**src/rtl/fpu_add_arbiter.sv**
```systemverilog
// Round-robin arbiter sharing one fixed-latency pipelined FP32 adder between two
// requesters; a {valid, id} tag pipeline routes each adder result back to its owner.
module fpu_add_arbiter #(
    parameter int LATENCY = 4
) (
    input  logic        clk,
    input  logic        rst,
    input  logic        pause,
    input  logic        req0_valid,
    input  logic [31:0] req0_a,
    input  logic [31:0] req0_b,
    output logic        req0_ready,
    input  logic        req1_valid,
    input  logic [31:0] req1_a,
    input  logic [31:0] req1_b,
    output logic        req1_ready,
    output logic        resp0_valid,
    output logic        resp1_valid,
    output logic [31:0] resp_data,
    output logic [31:0] add_a,
    output logic [31:0] add_b,
    output logic        add_valid,
    input  logic [31:0] add_result,
    input  logic        add_valid_out,
    output logic [3:0]  in_flight,
    output logic        err
);

    logic               r_last_grant;
    logic [LATENCY-1:0] r_tag_valid;
    logic [LATENCY-1:0] r_tag_id;
    logic [3:0]         r_in_flight;
    logic               r_err;

    logic w_grant0;
    logic w_grant1;
    logic w_issue;
    logic w_tag_last_valid;
    logic w_tag_last_id;

    // Contention goes to the requester that did not win last; reset and pause block all grants.
    always_comb begin
        w_grant0 = 1'b0;
        w_grant1 = 1'b0;
        if (!rst && !pause) begin
            if (req0_valid && req1_valid) begin
                w_grant0 = r_last_grant;
                w_grant1 = !r_last_grant;
            end else begin
                w_grant0 = req0_valid;
                w_grant1 = req1_valid;
            end
        end
    end

    assign w_issue          = w_grant0 | w_grant1;
    assign w_tag_last_valid = r_tag_valid[LATENCY-1];
    assign w_tag_last_id    = r_tag_id[LATENCY-1];

    assign req0_ready = w_grant0;
    assign req1_ready = w_grant1;
    assign add_valid  = w_issue;
    assign add_a      = w_grant0 ? req0_a : (w_grant1 ? req1_a : 32'd0);
    assign add_b      = w_grant0 ? req0_b : (w_grant1 ? req1_b : 32'd0);

    // A result is routed only when the adder and the tag pipeline agree it exists.
    assign resp0_valid = !rst && add_valid_out && w_tag_last_valid && !w_tag_last_id;
    assign resp1_valid = !rst && add_valid_out && w_tag_last_valid &&  w_tag_last_id;
    assign resp_data   = rst ? 32'd0 : add_result;

    assign in_flight = r_in_flight;
    assign err       = r_err;

    always_ff @(posedge clk) begin
        if (rst) begin
            r_last_grant <= 1'b1;
            r_tag_valid  <= '0;
            r_in_flight  <= 4'd0;
            r_err        <= 1'b0;
        end else begin
            if (w_issue) begin
                r_last_grant <= w_grant1;
            end
            r_tag_valid[0] <= w_issue;
            for (int i = 1; i < LATENCY; i++) begin
                r_tag_valid[i] <= r_tag_valid[i-1];
            end
            // Counting tag retirement keeps in_flight equal to the live tags even if the adder misbehaves.
            case ({w_issue, w_tag_last_valid})
                2'b10:   r_in_flight <= r_in_flight + 4'd1;
                2'b01:   r_in_flight <= r_in_flight - 4'd1;
                default: r_in_flight <= r_in_flight;
            endcase
            if (add_valid_out != w_tag_last_valid) begin
                r_err <= 1'b1;
            end
        end
    end

    // NOTE: tag ids carry no reset; an id is only ever read alongside its valid bit, which is reset.
    always_ff @(posedge clk) begin
        r_tag_id[0] <= w_grant1;
        for (int i = 1; i < LATENCY; i++) begin
            r_tag_id[i] <= r_tag_id[i-1];
        end
    end

endmodule

```
**config.mk**
```make
export PLATFORM = sky130hd
export DESIGN_NAME = fpu_add_arbiter
export DESIGN_NICKNAME = d
export VERILOG_FILES = /design/src/rtl/fpu_add_arbiter.sv
export SDC_FILE = /design/constraint.sdc
export NUM_CORES = 1
export LEC_CHECK = 0
export ABC_CLOCK_PERIOD_IN_PS = 3000
export BUFFER_PORTS_ARGS = -buffer_cell sky130_fd_sc_hd__clkbuf_2
export CAP_MARGIN = 20
export CORE_AREA = 2 2 106 108
export DETAILED_ROUTE_END_ITERATION = 10
export DIE_AREA = 0 0 108 110
export GPL_TIMING_DRIVEN = 0
export REMOVE_ABC_BUFFERS = 1
export SKIP_CTS_REPAIR_TIMING = 1
export SKIP_LAST_GASP = 1
export SLEW_MARGIN = 20
export SYNTH_ARGS = -nofsm -noshare
export SYNTH_HDL_FRONTEND = slang
export SYNTH_SLANG_ARGS = --single-unit
```
**constraint.sdc**
```tcl
create_clock -name clk -period 3 [get_ports clk]
set_clock_uncertainty 0.15 [all_clocks]
set_input_delay 0.6 -clock clk [delete_from_list [all_inputs] [get_ports clk]]
set_output_delay 0.6 -clock clk [all_outputs]
set_load 0.005 [all_outputs]
```
==> run metrics <==
Root Buffer=clkbuf_8; most numerous cell in the Yosys netlist=a22o_1; Worst path max stage delay=0.24 ns; Synth top area share=0.3813; sequential share of the synthesized area=0.1906; Synth area leaders=a22o_1 (38%), dfxtp_1 (19%), nor2b_1 (15%), buf_6 (4.6%), buf_4 (3.6%); Crit-path slowest cell=buf_4; setup ws final=0.1580 ns; hpwl dp=7.351 mm; fin. max-slew vios=0; final period utilization=0.9473; Synth Warn #=0; Fillers=1185; Arr. time, crit path=2.09 ns; Detailed Route WL=8.335 mm; placed cell count=566; H-tree levels=1; area grow syn2layout=104.1%; worst r2r src=r_tag_valid[3]$_SDFF_PP0_; Worst R2R Path Depth=7; Lkg Pwr=1.771 nW; Distinct cells, synth=27; register area=280.3 um^2; routed wire length per instance=14.57 um; RD Place Congestion=0.8480; Slew headroom=0.6457; commonest cells in the netlist=a22o_1 (64), nor2b_1 (36), dfxtp_1 (14); final non-filler cell area=0.003000 mm^2; IO Count=272; main flop type after synthesis=dfxtp_1; synthesized flop and latch total=14; RSZ-0062 raised after global routing=no; Critical Path Start Type=input pin; CP required=2.25 ns; Final Setup Violations=0; # DRC=0; die height=110 um; layout net count=601; CTS tree=built; row cnt=38; maximum vdd drop=0.1559 mV; clock sinks=14; syn avg cell area=8.597 um^2; Fin. Hold Viols=0; global-route usage over all layers=0.1214; Setup crit end kind=primary output; actual slew at the worst max-slew pin=0.5259 ns; hold path endpoint=r_tag_id[3]$_DFF_P_; global-route wire length before repair=11.08 mm; drt first pass iters=4; die width=108 um; flop2flop setup slack=1.09 ns; count of flip-flops with a built-in enable after synthesis=0; number of port buffers=271; vias in the first global route=2160; dpl cell area=0.002940 mm^2; Routed Antenna Nets=0; TritonCTS Buffers=3; Power Density=214.0 mW/mm^2; CP Cell Sequence=buf_4 > nor2_2 > nand2_1 > a21oi_4 > buf_16 > buf_16 > a22o_1 > clkbuf_2; reg2reg end=in_flight[2]$_SDFFE_PP0P_; area of the multi-input gates=0.001050 mm^2; Crit path top cell by count=buf_16; Post-synth ARST share=0; initial antenna violation count=1; final cell count without fillers=572; core area=0.01070 mm^2; Max Fclk=351.9 MHz; Die ar.=0.01188 mm^2; status=completed; worst-path maximum fanout=45; vias=2463; Cells after Synth=171; Max Cap Viol=0; total grt overflow=0; clk_lat worst skew=0.24 ns; Synth area leader=a22o_1; fin crit period=2.842 ns; worst hold stages=0; pre-CTS WS=-0.3264 ns; Detailed Route Iter0 Violations=50; mapped cell area=0.001470 mm^2; critical path class=input pin to primary output; largest net degree at the start of global routing=50; CTS max path bufs=2; share of post-route cells with drive strength above 1=0.6535; Vias/cell=4.306; HP Start=r_tag_id[2]$_DFF_P_; initial core utilization=0.1374; clk slew on worst S/H paths=0.05 ns; worst min-delay path category=flop to flop
## area by class of cell
type	count	share of cell area
antenna	2	0.001668
multi-input combinational	136	0.3499
tap	140	0.05838
sequential	14	0.09341
timing repair buffer	275	0.4804
clock buffer	3	0.01376
inverter	2	0.002502
## metrics by stage
stage                     hold WS [ns]    util  TNS (ns)  total power, mW
after detailed placement        0.1621  0.2749    -12.77           0.5020
after floorplan                 0.1596       -    -13.70           0.2954
after CTS                       0.1746  0.2787    -13.36           0.6526
after global placement          0.1599  0.2670   -102.33           0.4895
after global routing            0.1796  0.2800         0           0.6926
final                           0.1737  0.2805         0           0.6421
## registers in the layout, indices dropped and copies added (netlist names)
| name | cells |
|---|---|
| in_flight | 4 |
| r_tag_id | 4 |
| r_tag_valid | 4 |
| err | 1 |
| r_last_grant | 1 |
## power breakdown
| group | total [mW] | switching [mW] | internal (mW) |
|---|---|---|---|
| clock network | 0.145 | 0.0570 | 0.0883 |
| logic | 0.297 | 0.125 | 0.173 |
| registers | 0.200 | 0.00585 | 0.194 |
## routing by layer
metal	track usage	wire length, um	vias to the layer above
li1	-	-	1167
met5	0	11	-
met3	0.05996	1200	8
met4	0.02473	84	2
met1	0.1368	2996	1127
met2	0.2084	4043	159
## cells in the final DEF, fill, tap and decap left out, types with 2 or more instances in the layout
master	count
inv_1	2
diode_2	2
o21ai_0	3
ha_1	3
clkbuf_8	3
xor2_1	4
a22o_1	64
nor2b_1	36
nand2b_1	3
nor2_1	7
nand2_1	2
a21oi_1	2
dfxtp_1	14
buf_16	2
buf_4	2
clkbuf_2	270
## worst max-delay path by stage
stage,from,to,slack [ns]
after detailed placement,rst,add_a[9],-0.33
final,rst,add_a[9],0.16
after global routing,rst,add_a[9],0.03
after CTS,rst,add_a[9],-0.34
after global placement,rst,add_b[9],-1.62
after floorplan,rst,add_a[0],-0.21
## cell families after synthesis
group                    count (synthesis)  synth area share
adder cells (fa/ha/maj)                  3           0.02553
XOR/XNOR                                 4           0.02383
flip-flops                              14            0.1906
buffers and inverters                   21            0.1038
AND/OR/NAND/NOR                         54            0.2204
AO/OA/AOI/OAI                           73            0.4213
multiplexers                             2           0.01447
## worst max-delay path: cells and delay by family
kind / cells / cell delay [ns]
AND/OR/NAND/NOR: 2 / 0.29
buffers and inverters: 4 / 0.76
AO/OA/AOI/OAI: 2 / 0.41
Note: power is estimated with default switching activity, not from simulation.
